File: config.mk
export PLATFORM = sky130hd
export DESIGN_NAME = demux_route_ctrl_flat
export DESIGN_NICKNAME = d
export VERILOG_FILES = /design/src/rtl/demux_route_ctrl_if.sv /design/src/rtl/demux_route_ctrl.sv /design/src/flat_wrapper.sv
export SDC_FILE = /design/constraint.sdc
export NUM_CORES = 1
export LEC_CHECK = 0
export BUFFER_PORTS_ARGS = -buffer_cell sky130_fd_sc_hd__buf_2
export CAP_MARGIN = 20
export CORE_MARGIN = 1.5
export CORE_UTILIZATION = 46
export CTS_CLUSTER_DIAMETER = 150
export DETAILED_ROUTE_END_ITERATION = 8
export PLACE_DENSITY = 0.8
export SYNTH_ARGS = -nofsm -noshare
export SYNTH_HDL_FRONTEND = slang
export SYNTH_SLANG_ARGS = --single-unit
File: constraint.sdc
create_clock -name clk -period 2.2 [get_ports clk]
set_input_delay 0.44 -clock clk [delete_from_list [all_inputs] [get_ports clk]]
set_output_delay 0.44 -clock clk [all_outputs]
set_load 0.02 [all_outputs]
File: src/rtl/demux_route_ctrl_if.sv
// Stream bundle for demux_route_ctrl: one input stream,
// N valid/ready output channels sharing a data bus.
interface demux_route_ctrl_if #(
  parameter int N     = 16,
  parameter int SEL_W = 4,
  parameter int DW    = 8
);
  logic             in_valid;
  logic             in_ready;
  logic [DW-1:0]    in_data;
  logic [SEL_W-1:0] in_sel;
  logic [N-1:0]     out_valid;
  logic [N-1:0]     out_ready;
  logic [DW-1:0]    out_data;

  modport master (
    output in_valid, in_data, in_sel, out_ready,
    input  in_ready, out_valid, out_data
  );

  modport slave (
    input  in_valid, in_data, in_sel, out_ready,
    output in_ready, out_valid, out_data
  );
endinterface

File: src/rtl/demux_route_ctrl.sv
// Sequencing controller for a 1:N demux: addressed or
// round-robin steering with a per-word drop timeout.
module demux_route_ctrl #(
  parameter int N       = 16,
  parameter int SEL_W   = 4,
  parameter int DW      = 8,
  parameter int TIMEOUT = 64
) (
  input  logic             clk,
  input  logic             rst_n,
  input  logic             mode,
  demux_route_ctrl_if.slave bus,
  output logic [SEL_W-1:0] cur_sel,
  output logic             busy,
  output logic             drop,
  output logic [SEL_W-1:0] rr_ptr
);

  typedef enum logic {IDLE, SEND} state_t;

  state_t           state_q, state_d;
  logic [15:0]      cnt_q, cnt_d;
  logic [DW-1:0]    data_q, data_d;
  logic [SEL_W-1:0] sel_q, sel_d;
  logic [SEL_W-1:0] rr_q, rr_d, rr_inc;
  logic             scan_q, scan_d;
  logic             drop_q, drop_d;
  logic [N-1:0]     onehot;
  logic             rdy_sel;
  logic             xfer;
  logic             tmo;
  logic             accept;
  logic             illegal;
  logic [SEL_W-1:0] dest;

  always_comb begin
    onehot = '0;
    for (int i = 0; i < N; i++)
      onehot[i] = (sel_q == SEL_W'(i));
  end

  // sel_q only ever holds a legal channel
  assign rdy_sel = |(bus.out_ready & onehot);
  assign rr_inc  = (rr_q == SEL_W'(N - 1)) ? '0 : rr_q + 1'b1;
  assign illegal = ~mode & (32'(bus.in_sel) >= 32'(N));

  always_comb begin
    state_d = state_q;
    cnt_d   = cnt_q;
    data_d  = data_q;
    sel_d   = sel_q;
    rr_d    = rr_q;
    scan_d  = scan_q;
    drop_d  = 1'b0;
    xfer    = 1'b0;
    tmo     = 1'b0;
    bus.in_ready = 1'b0;
    unique case (state_q)
      IDLE: begin
        bus.in_ready = rst_n;
      end
      SEND: begin
        xfer = rdy_sel;
        tmo  = ~rdy_sel & (cnt_q == 16'(TIMEOUT - 1));
        bus.in_ready = rst_n & rdy_sel
                     & (cnt_q < 16'(TIMEOUT - 1));
        if (xfer | tmo) begin
          state_d = IDLE;
          if (scan_q) rr_d = rr_inc;
          if (tmo) drop_d = 1'b1;
        end else begin
          cnt_d = cnt_q + 16'd1;
        end
      end
      default: ;
    endcase
    accept = bus.in_valid & bus.in_ready;
    // a scan word taken on a transfer uses the advanced pointer
    dest = mode ? rr_d : bus.in_sel;
    if (accept) begin
      if (illegal) begin
        drop_d = 1'b1;
      end else begin
        state_d = SEND;
        data_d  = bus.in_data;
        sel_d   = dest;
        scan_d  = mode;
        cnt_d   = '0;
      end
    end
  end

  always_ff @(posedge clk) begin
    if (!rst_n) begin
      state_q <= IDLE;
      cnt_q   <= '0;
      data_q  <= '0;
      sel_q   <= '0;
      rr_q    <= '0;
      scan_q  <= 1'b0;
      drop_q  <= 1'b0;
    end else begin
      state_q <= state_d;
      cnt_q   <= cnt_d;
      data_q  <= data_d;
      sel_q   <= sel_d;
      rr_q    <= rr_d;
      scan_q  <= scan_d;
      drop_q  <= drop_d;
    end
  end

  assign bus.out_valid = (state_q == SEND) ? onehot : '0;
  assign bus.out_data  = data_q;
  assign cur_sel       = sel_q;
  assign busy          = (state_q == SEND);
  assign drop          = drop_q;
  assign rr_ptr        = rr_q;

endmodule

File: src/flat_wrapper.sv
// flat-port wrapper written by rule: the top's interface ports become plain ports
module demux_route_ctrl_flat 
#(
  parameter int N       = 16,
  parameter int SEL_W   = 4,
  parameter int DW      = 8,
  parameter int TIMEOUT = 64
)
  (clk, rst_n, mode, cur_sel, busy, drop, rr_ptr, bus_in_valid, bus_in_data, bus_in_sel, bus_out_ready, bus_in_ready, bus_out_valid, bus_out_data);
  demux_route_ctrl_if #(.N(N), .SEL_W(SEL_W), .DW(DW)) bus_i ();
  input  logic clk;
  input  logic rst_n;
  input  logic mode;
  output logic [SEL_W-1:0] cur_sel;
  output logic busy;
  output logic drop;
  output logic [SEL_W-1:0] rr_ptr;
  input wire logic [$bits(bus_i.in_valid)-1:0] bus_in_valid;
  input wire logic [$bits(bus_i.in_data)-1:0] bus_in_data;
  input wire logic [$bits(bus_i.in_sel)-1:0] bus_in_sel;
  input wire logic [$bits(bus_i.out_ready)-1:0] bus_out_ready;
  output wire logic [$bits(bus_i.in_ready)-1:0] bus_in_ready;
  output wire logic [$bits(bus_i.out_valid)-1:0] bus_out_valid;
  output wire logic [$bits(bus_i.out_data)-1:0] bus_out_data;
  assign bus_i.in_valid = bus_in_valid;
  assign bus_i.in_data = bus_in_data;
  assign bus_i.in_sel = bus_in_sel;
  assign bus_i.out_ready = bus_out_ready;
  assign bus_in_ready = bus_i.in_ready;
  assign bus_out_valid = bus_i.out_valid;
  assign bus_out_data = bus_i.out_data;
  demux_route_ctrl #(.N(N), .SEL_W(SEL_W), .DW(DW), .TIMEOUT(TIMEOUT)) u_core (.clk(clk), .rst_n(rst_n), .mode(mode), .bus(bus_i), .cur_sel(cur_sel), .busy(busy), .drop(drop), .rr_ptr(rr_ptr));
endmodule
==> metrics.yaml, run 1 <==
outcome:
  status: "finished, violations left"
  violations: "negative setup slack"
detailed_routing:
  first_iter_violations: 112
  post-route-drc-count: 0
  ant_nets: 0
  wl_per_cell_um: 16.2
  vias: 2388
  drtPass1Iterations: 4
  drt_wl_total_um: 6460
  vias_per_cell: 5.97
timing:
  slew_headroom: 0.642
  worst_slew_pin_slew_ns: 0.534
  clock_skew_ns: 0.00424
  post-route-period-util: 1.10
  fin_crit_ns: 2.42
  finalSetupViolCount: 14
  worst_slack_ns: -0.217
  rsz0062_at_grt: "yes"
  fmax_ghz: 0.414
  finalMaxSlewViolations: 0
  hold_violations: 0
worst_hold_path:
  hp-class: "in2reg"
final_layout:
  drive_gt1_frac: 0.454
  utilization: 0.692
  fin_nets: 381
  area.growth.synth_to_final_pct: 43.4
  n_antenna_cell: 0
cts:
  htree_levels: 2
  tritoncts: "done"
  hold_buffers: 0
  clock-sinks: 35
  cts_made_buffers: 5
  clk_latency_ns: 0.29
  cts_max_path_buffers: 2
  cts.clk_slew.worst_paths_ns: 0.07
  clockRootBuffer: "clkbuf_8"
critical_path:
  critPathKind: "reg2out"
  worstPathRequired_ns: 1.76
  cp_max_fo: 6
  crit_path_start_kind: "register"
  worstSetupEndpointType: "primary output"
  cp.arrival_ns: 1.98
power_and_ir_drop:
  p_leak_nw: 1.21
  ir_worst_vdd_uv: 296
  power.density_nw_per_um2: 533
  power.total_w: 0.00163
place:
  hpwl_um: 4060
  pre_cts_ws_ns: -0.173
  routabilityCongestion: 0.835
  port_buffers: 66
synth:
  avgSynthCellArea_sq_um: 8.45
  yosysSeqAreaShare: 0.329
  async_reset_ff_frac: 0
  synth-main-ff-cell: "dfxtp_1"
  syn-cell-area_sq_um: 2130
  synth_common_cells: "dfxtp_1 (35), nor2_1 (27), nand2_1 (20)"
  yosysMostFrequentCell: "dfxtp_1"
  synthTopCellsByArea: "dfxtp_1 (33%), nor2_1 (4.8%), o211ai_1 (4.2%)"
  synth_edf_count: 0
  syn_nets: 286
  synth_cell_types: 56
  ys_ff_latch: 35
  synth_cells: 252
  synth_top_area_cell: "dfxtp_1"
  yosysTopAreaCellShare: 0.329
  yosys_warnings: 0
floorplan:
  fp.dieW_um: 71.0
  top_level_ports: 67
  core_sq_um: 4410
  start_util: 0.482
  rows: 24
  die_area_sq_um: 5040
  die_h_um: 71.0
global_routing:
  gr-usage-all-layers: 0.258
  antenna_found_initial: 0
  grt_pass1_vias: 2255
  grt_overflow_total: 0
  grt_max_degree: 22
  grt_pass1_wl_um: 10500
job:
  max_cap_viol_count: 0
metrics by stage:
| stage | cell area, sq um | cells | TNS, ns | hold slack, ns |
|---|---|---|---|---|
| 2_1_floorplan | 2200 | 252 | -0.170 | 0.463 |
| 3_3_place_gp | 2690 | 382 | -0.894 | 0.441 |
| 3_5_place_dp | 2690 | 382 | -1.53 | 0.449 |
| 4_1_cts | 2970 | 399 | -0.984 | 0.380 |
| 5_1_grt | 3050 | 400 | -2.47 | 0.383 |
| 6_report | 3050 | 400 | -1.18 | 0.386 |
critical path, cell delays in order (launching register included):
cell      delay [ns]
dfxtp_4         0.38
buf_6           0.13
nand3b_1        0.15
o22ai_2         0.12
or3_4           0.42
o21a_4          0.23
nor2_4          0.10
nor2_4          0.04
buf_6           0.12
area by class of cell:
cell class | count | area [sq um]
Timing Repair Buffer | 105 | 663
Tap cell | 52 | 65.1
Sequential cell | 35 | 714
Fill cell | 323 | 1360
Inverter | 7 | 26.3
Multi-Input combinational cell | 193 | 1500
Clock inverter | 1 | 5.00
Clock buffer | 7 | 76.3
cells in the final DEF, fill, tap and decap left out, types with 3 or more instances in the layout:
cell       count
buf_2         65
buf_4         31
dfxtp_1       30
nor2_1        25
nand2_1       19
o211ai_1      12
o21ai_0       10
nand3_1        9
nand4_1        8
buf_6          8
inv_1          7
o31ai_1        7
a211oi_2       7
nor3_1         7
nor4_1         6
or4_4          5
xnor2_1        5
o21ai_1        5
clkbuf_8       5
nand3b_1       4
or3_1          3
mux2i_2        3
and3_1         3
a211oi_1       3
o2111ai_1      3
dfxtp_4        3
what timing repair did:
action	CTS	global route
pin swaps	28	6
setup endpoints to repair	8	27
buffers inserted	8	2
cloned	2	0
resized for setup	28	20
sequential cells by signal (all words and copies together) (netlist names):
signal,cells
u_core.rr_ptr,4
u_core.cur_sel,4
u_core.cnt_q,16
u_core.busy,1
u_core.drop,1
u_core.scan_q,1
u_core.bus.out_data,8
worst paths after layout:
kind	startpoint	end	cells past startpoint	slack (ns)
hold / removal	bus_in_data[5]	u_core.bus.out_data[5]	3	0.39
setup reg to reg	u_core.cur_sel[2]	u_core.cnt_q[5]	10	-0.14
setup / recovery	u_core.cur_sel[1]	bus_in_ready	8	-0.22
hold reg to reg	u_core.bus.out_data[6]	u_core.bus.out_data[6]	2	0.45
per-layer routing:
metal	wire, um	GRT usage	vias to the layer above
met1	2770	0.316	1120
met3	393	0.0456	15
met4	120	0.0964	0
li1	-	-	1148
met2	3180	0.450	105
met5	0	0	-
kinds of logic after synthesis:
group / after synthesis / share of synthesized area
AOI/OAI and AO/OA: 64 / 0.229
adders and majority gates: 2 / 0.0118
DFF: 35 / 0.329
muxes: 7 / 0.0388
and+or+nand+nor: 112 / 0.299
buffers and inverters: 26 / 0.0670
xor gates and xnor gates: 6 / 0.0247
power by group:
group	switching, W	total [W]	internal [W]
logic	0.000272	0.000482	0.000210
registers	0.0000260	0.000683	0.000657
clock network	0.000238	0.000460	0.000222
total	0.000536	0.00163	0.00109
Note: power is estimated with default switching activity, not from simulation.
==> run 2, diff against run 1 <==
==> constraint.sdc (replaced) <==
create_clock -name clk -period 2.2 [get_ports clk]
set_input_delay 0.33 -clock clk [delete_from_list [all_inputs] [get_ports clk]]
set_output_delay 0.33 -clock clk [all_outputs]
set_load 0.02 [all_outputs]
==> run 2 against run 1 <==
Die area stayed put; global-route usage is 0.92 points higher; sequential share of layout area is 1.1 points lower; critical endpoint unchanged; non-clock buffer count is 5 higher; clock skew is 0.0045 ns higher; the run still ends with negative setup slack left.
==> metrics.yaml, run 2 (synthesized netlist as in run 1, its figures left out) <==
outcome:
  status: "finished, violations left"
  violations: "negative setup slack"
place:
  placed_area_sq_um: 2670  # -0.88%
  routabilityCongestion: 0.893  # +7.0%
  hpwl_um: 4230  # +4.2%
  port_buffers: 66  # unchanged
critical_path:
  worstPathRequired_ns: 1.87  # +0.11 ns
  critPathKind: "reg2out"
  cp_max_fo: 5  # -1
  cp.arrival_ns: 1.98  # about the same
  crit_path_start_kind: "register"
  worstSetupEndpointType: "primary output"
floorplan:
  die_h_um: 71.0  # unchanged
  start_util: 0.482  # unchanged
  rows: 24  # unchanged
  top_level_ports: 67  # unchanged
  die_area_sq_um: 5040  # unchanged
  fp.dieW_um: 71.0  # unchanged
  core_sq_um: 4410  # unchanged
detailed_routing:
  first_iter_violations: 222  # +98%
  vias: 2465  # +3.2%
  ant_nets: 0  # unchanged
  drtPass1Iterations: 5  # +1
  vias_per_cell: 6.10  # +2.2%
  drt_wl_total_um: 7000  # +8.3%
  post-route-drc-count: 0  # unchanged
  wl_per_cell_um: 17.3  # +7.3%
final_layout:
  area.growth.synth_to_final_pct: 50.5
  drive_gt1_frac: 0.489  # +0.0346
  mostFrequentLayoutCell: "buf_2"
  largest_reg_flops: 16  # unchanged
  fin_nets: 385  # +1.0%
  n_antenna_cell: 0  # unchanged
  final_cell_mix: "buf_2 (65), buf_4 (35), dfxtp_1 (31)"
  final_design_area_no_fill_sq_um: 3200  # +4.9%
  top_register: "u_core.cnt_q"
  fill_cells: 302  # -6.5%
global_routing:
  antenna_found_initial: 0  # unchanged
  gr-usage-all-layers: 0.267  # +0.00921
  grt_overflow_total: 0  # unchanged
  grt_pass1_wl_um: 10800  # +2.3%
  grt_pass1_vias: 2270  # +0.67%
  grt_max_degree: 18  # -18%
timing:
  finalSetupViolCount: 9  # -5
  worst_slew_pin_slew_ns: 0.398  # -0.136 ns
  worst_slack_ns: -0.113  # +0.104 ns
  rsz0062_at_grt: "yes"
  clock_skew_ns: 0.00873  # +0.00449 ns
  hold_violations: 0  # unchanged
  finalMaxSlewViolations: 0  # unchanged
  fmax_ghz: 0.432  # +4.5%
  fin_crit_ns: 2.31  # -0.104 ns
  post-route-period-util: 1.05  # -0.0474
  slew_headroom: 0.732  # +0.0897
power_and_ir_drop:
  p_leak_nw: 1.26  # +3.4%
  ir_worst_vdd_uv: 376  # +27%
  power.density_nw_per_um2: 542  # +1.8%
  power.total_w: 0.00174  # +6.8%
cts:
  htree_levels: 2  # unchanged
  tritoncts: "done"
  clockRootBuffer: "clkbuf_8"
  cts_max_path_buffers: 2  # unchanged
  clk_latency_ns: 0.29  # about the same
  clock-sinks: 35  # unchanged
  cts_made_buffers: 5  # unchanged
  cts.clk_slew.worst_paths_ns: 0.07  # about the same
worst_hold_path:
  hp-class: "in2reg"
job:
  max_cap_viol_count: 0  # unchanged
run 2: stage by stage:
stage / hold slack, ns / TNS (ns) / util / std cells / setup WS, ns
CTS: 0.273 / -0.261 / 0.670 / 396 / -0.0947
finish: 0.275 / -0.325 / 0.726 / 404 / -0.113
floorplan: 0.463 / -0.0283 / - / 252 / -0.0283
detailed placement: 0.450 / -0.451 / 0.604 / 378 / -0.0934
global route: 0.282 / -1.22 / 0.726 / 404 / -0.153
global placement: 0.443 / -0.0133 / 0.604 / 378 / -0.0133
run 2: where the power goes:
group | internal [W] | switching [W] | total [W]
clock network | 0.000286 | 0.000237 | 0.000523
registers | 0.000657 | 0.0000234 | 0.000681
logic | 0.000232 | 0.000302 | 0.000533
total | 0.00117 | 0.000562 | 0.00174
run 2: path summary, 6_finish.rpt:
check | from | endpoint | slack (ns) | cells past startpoint
worst max-delay path | u_core.cur_sel[1] | bus_in_ready | -0.11 | 8
worst min-delay path | bus_in_data[3] | u_core.bus.out_data[3] | 0.27 | 3
worst max register to register | u_core.cur_sel[2] | u_core.cnt_q[14] | -0.08 | 9
worst min register to register | u_core.bus.out_data[3] | u_core.bus.out_data[3] | 0.46 | 2
run 2: area by class of cell:
cell class              instances  area (sq um)  share of cell area
clock buffers                   8           100              0.0313
inverters                       7          26.3             0.00820
multi-input cells             192          1590               0.498
flip-flops and latches         35           713               0.223
well taps                      52          65.1              0.0203
repair buffers                110           704               0.220
run 2: repair_timing:
action,4_1_cts,5_1_grt
buffers inserted,9,8
endpoints found under the setup margin,16,33
pin swaps,8,25
hold buffers,0,0
resized for setup,25,37
gates cloned,1,0
run 2: routing by layer:
| layer | global-route usage | vias up | share of wire |
|---|---|---|---|
| met5 | 0 | - | 0 |
| met4 | 0.107 | 0 | 0.017 |
| met3 | 0.0499 | 13 | 0.072 |
| met2 | 0.448 | 133 | 0.50 |
| met1 | 0.339 | 1162 | 0.41 |
| li1 | - | 1157 | - |
run 2: critical path, cell delays in order, from the launching register on:
cell and delay [ns]:
dfxtp_4 0.37, buf_6 0.13, or4b_4 0.53, o211ai_4 0.12
a22o_4 0.16, o21a_4 0.15, nor2_4 0.04, nor2_4 0.08
buf_6 0.12
==> run 3, diff against run 2 <==
--- a/config.mk
+++ b/config.mk
@@ -5,6 +5,7 @@
 export SDC_FILE = /design/constraint.sdc
 export NUM_CORES = 1
 export LEC_CHECK = 0
+export ABC_AREA = 1
 export BUFFER_PORTS_ARGS = -buffer_cell sky130_fd_sc_hd__buf_2
 export CAP_MARGIN = 20
 export CORE_MARGIN = 1.5
==> run 3 against run 2 <==
The run now ends clean; fmax rose by 11%; critical path depth rose by 2; synthesized cell count rose by 27%; critical path type unchanged; critical endpoint unchanged; largest cell class unchanged; highest routed layer unchanged.
==> metrics.yaml, run 3 <==
outcome:
  status: "completed"
critical_path:
  path_buf_inv: 4  # +2
  worstPathRequired_ns: 1.87  # about the same
  cp_max_fo: 3  # -2
  r2r-start: "u_core.cur_sel[1]"
  worstSetupEndpointType: "primary output"
  critPathKind: "reg2out"
  reg2reg_depth: 11  # +2
  worstPathCellList: "ha_4, nand3_2, nor3_4, buf_6, inv_1, nand2_2, o21ai_4, nand2_1, inv_1, buf_2"
  cp.arrival_ns: 1.75  # -0.23 ns
  path_common_cell: "inv_1"
  ff2ff_setup_slack_ns: 0.27  # +0.35 ns
  crit_path_start_kind: "register"
  critical-path-slowest-cell: "dfxtp_4"
  critPathTopFamily: "simple AND/OR/NAND/NOR gates"
  cpPeakStageDelay_ns: 0.37  # -0.16 ns
  worst_r2r_endpoint: "u_core.cnt_q[9]"
floorplan:
  rows: 24  # unchanged
  fp.dieW_um: 72.2  # +1.6%
  die_area_sq_um: 5210  # +3.2%
  die_h_um: 72.2  # +1.6%
  start_util: 0.492  # +0.00947
  top_level_ports: 67  # unchanged
  core_sq_um: 4470  # +1.4%
detailed_routing:
  vias: 2270  # -7.9%
  drtPass1Iterations: 4  # -1
  wl_per_cell_um: 11.6  # -33%
  drt_wl_total_um: 5160  # -26%
  post-route-drc-count: 0  # unchanged
  ant_nets: 0  # unchanged
  vias_per_cell: 5.10  # -16%
  first_iter_violations: 142  # -36%
power_and_ir_drop:
  ir_worst_vdd_uv: 499  # +33%
  power.total_w: 0.00180  # +3.6%
  p_leak_nw: 1.29  # +2.4%
  power.density_nw_per_um2: 650  # +20%
final_layout:
  final_cell_mix: "nand2_1 (77), buf_2 (66), nand3_1 (49)"
  drive_gt1_frac: 0.369  # -0.120
  utilization: 0.619  # -0.107
  fin_nets: 426  # +11%
  area.growth.synth_to_final_pct: 25.9
  largest_reg_flops: 16  # unchanged
  n_antenna_cell: 0  # unchanged
  mostFrequentLayoutCell: "nand2_1"
  top_register: "u_core.cnt_q"
  fill_cells: 408  # +35%
synth:
  synth_simple_gate_area_frac: 0.453  # +0.154
  yosysMostFrequentCell: "nand2_1"
  syn-cell-area_sq_um: 2200  # +3.4%
  synthTopCellsByArea: "dfxtp_1 (32%), nand2_1 (13%), nand3_1 (11%)"
  synth-main-ff-cell: "dfxtp_1"
  muxShareOfSynthArea: 0  # -0.0388
  yosysTopAreaCellShare: 0.319  # -0.0107
  avgSynthCellArea_sq_um: 6.87  # -19%
  synth_top_area_cell: "dfxtp_1"
  yosys_warnings: 0  # unchanged
  synth_cell_types: 29  # -48%
  synth_edf_count: 0  # unchanged
  syn_nets: 354  # +24%
  synth_xor_area_frac: 0.0398  # +0.0151
  synth_compound_area_frac: 0.0865  # -0.143
  synth_cells: 320  # +27%
  synth_common_cells: "nand2_1 (78), nand3_1 (50), dfxtp_1 (35)"
  ys_ff_latch: 35  # unchanged
  synthAdderAreaFrac: 0.0114  # -0.000381
  synth_top_family_by_area: "simple AND/OR/NAND/NOR gates"
  async_reset_ff_frac: 0  # unchanged
  yosysSeqAreaShare: 0.319  # -0.0107
cts:
  clk_latency_ns: 0.29  # about the same
  cts.clk_slew.worst_paths_ns: 0.08  # about the same
  cts_max_path_buffers: 2  # unchanged
  clockRootBuffer: "clkbuf_8"
  hold_buffers: 0  # unchanged
  clock-sinks: 35  # unchanged
  htree_levels: 2  # unchanged
  tritoncts: "done"
  cts_made_buffers: 5  # unchanged
timing:
  post-route-period-util: 0.947  # -0.104
  fmax_ghz: 0.480  # +11%
  finalMaxSlewViolations: 0  # unchanged
  worst_slew_pin_slew_ns: 0.444  # +0.0453 ns
  fin_crit_ns: 2.08  # -0.229 ns
  finalSetupViolCount: 0  # -9
  clock_skew_ns: 0.00659  # -0.00214 ns
  hold_violations: 0  # unchanged
  slew_headroom: 0.704  # -0.0281
global_routing:
  antenna_found_initial: 0  # unchanged
  grt_pass1_vias: 1994  # -12%
  grt_overflow_total: 0  # unchanged
  gr-usage-all-layers: 0.202  # -0.0646
  grt_max_degree: 18  # unchanged
  grt_pass1_wl_um: 8650  # -20%
job:
  max_cap_viol_count: 0  # unchanged
worst_hold_path:
  hp-class: "in2reg"
  worstHoldStart: "bus_in_data[2]"
  holdPathEnd: "u_core.bus.out_data[2]"
  holdPathStages: 3  # unchanged
place:
  routabilityCongestion: 0.840  # -6.0%
  port_buffers: 66  # unchanged
  hpwl_um: 3860  # -8.8%
run 3: cell types whose count changed in the layout (fill, tap and decap cells not counted), sizes merged, moves of 6 or more:
| cell | previous run | this run |
|---|---|---|
| a211oi | 11 | 0 |
| a21oi | 3 | 18 |
| buf | 110 | 75 |
| inv | 7 | 33 |
| mux2i | 7 | 0 |
| nand2 | 20 | 93 |
| nand3 | 12 | 53 |
| nor2 | 27 | 33 |
| o211ai | 13 | 0 |
| o21ai | 15 | 8 |
| o31ai | 8 | 0 |
| or4 | 7 | 0 |
| xor2 | 1 | 10 |
run 3: how the worst max path moves through the flow:
stage	start	to	slack (ns)	depth (start not counted)
final	u_core.cnt_q[0]	bus_in_ready	0.12	10
after detailed placement	u_core.cur_sel[3]	u_core.cnt_q[9]	0.16	10
after CTS	u_core.cnt_q[0]	bus_in_ready	0.02	10
after floorplan	u_core.cur_sel[1]	u_core.cnt_q[0]	0.32	12
after global placement	u_core.cur_sel[1]	u_core.cur_sel[2]	0.18	12
after global routing	u_core.cur_sel[0]	bus_in_ready	-0.02	11
run 3: where the power goes:
group          switching, W  internal (W)
Sequential        0.0000506      0.000677
Clock              0.000246      0.000337
Combinational      0.000320      0.000168
Total              0.000616       0.00118
run 3: layout make-up:
type | instances | area (sq um) | share of cell area
sequential | 35 | 721 | 0.260
multi-input combinational | 241 | 1340 | 0.484
clock inverter | 3 | 43.8 | 0.0158
timing repair buffer | 75 | 402 | 0.145
clock buffer | 5 | 68.8 | 0.0249
inverter | 34 | 129 | 0.0465
tap | 52 | 65.1 | 0.0235
run 3: routing by layer:
metal	global-route usage	part of all wire
met1	0.266	0.46
met2	0.347	0.48
met3	0.0375	0.049
met4	0.0440	0.0076
met5	0	0
run 3: worst register-to-register path, cell delays in order, from the launching register on:
cell and delay, ns:
dfxtp_4 0.39, nand2_2 0.13, inv_2 0.07, nand3_1 0.08, nand2_1 0.05, nor2_1 0.11, nand2_2 0.09, nor2_4 0.21
nand3_4 0.16, clkinv_2 0.26, nand4_1 0.16, a21oi_2 0.15
run 3: stage by stage:
stage | cell area (sq um) | hold slack (ns) | setup WS [ns] | std cells | TNS (ns)
2_1_floorplan | 2200 | 0.441 | 0.319 | 320 | 0
3_3_place_gp | 2550 | 0.454 | 0.185 | 432 | 0
3_5_place_dp | 2550 | 0.457 | 0.160 | 432 | 0
4_1_cts | 2680 | 0.226 | 0.0229 | 440 | 0
5_1_grt | 2770 | 0.235 | -0.0159 | 445 | -0.0159
6_report | 2770 | 0.226 | 0.117 | 445 | 0
run 3: cell families after synthesis:
logic type	after synthesis
compound gates	26
buf+inv	44
flops	35
xor+xnor	10
fa+ha+maj	2
simple gates	203
run 3: repair_timing:
item / CTS / global route
pin swaps: 0 / 3
buffers inserted: 0 / 5
setup endpoints to repair: 1 / 3
gates resized for setup: 5 / 15
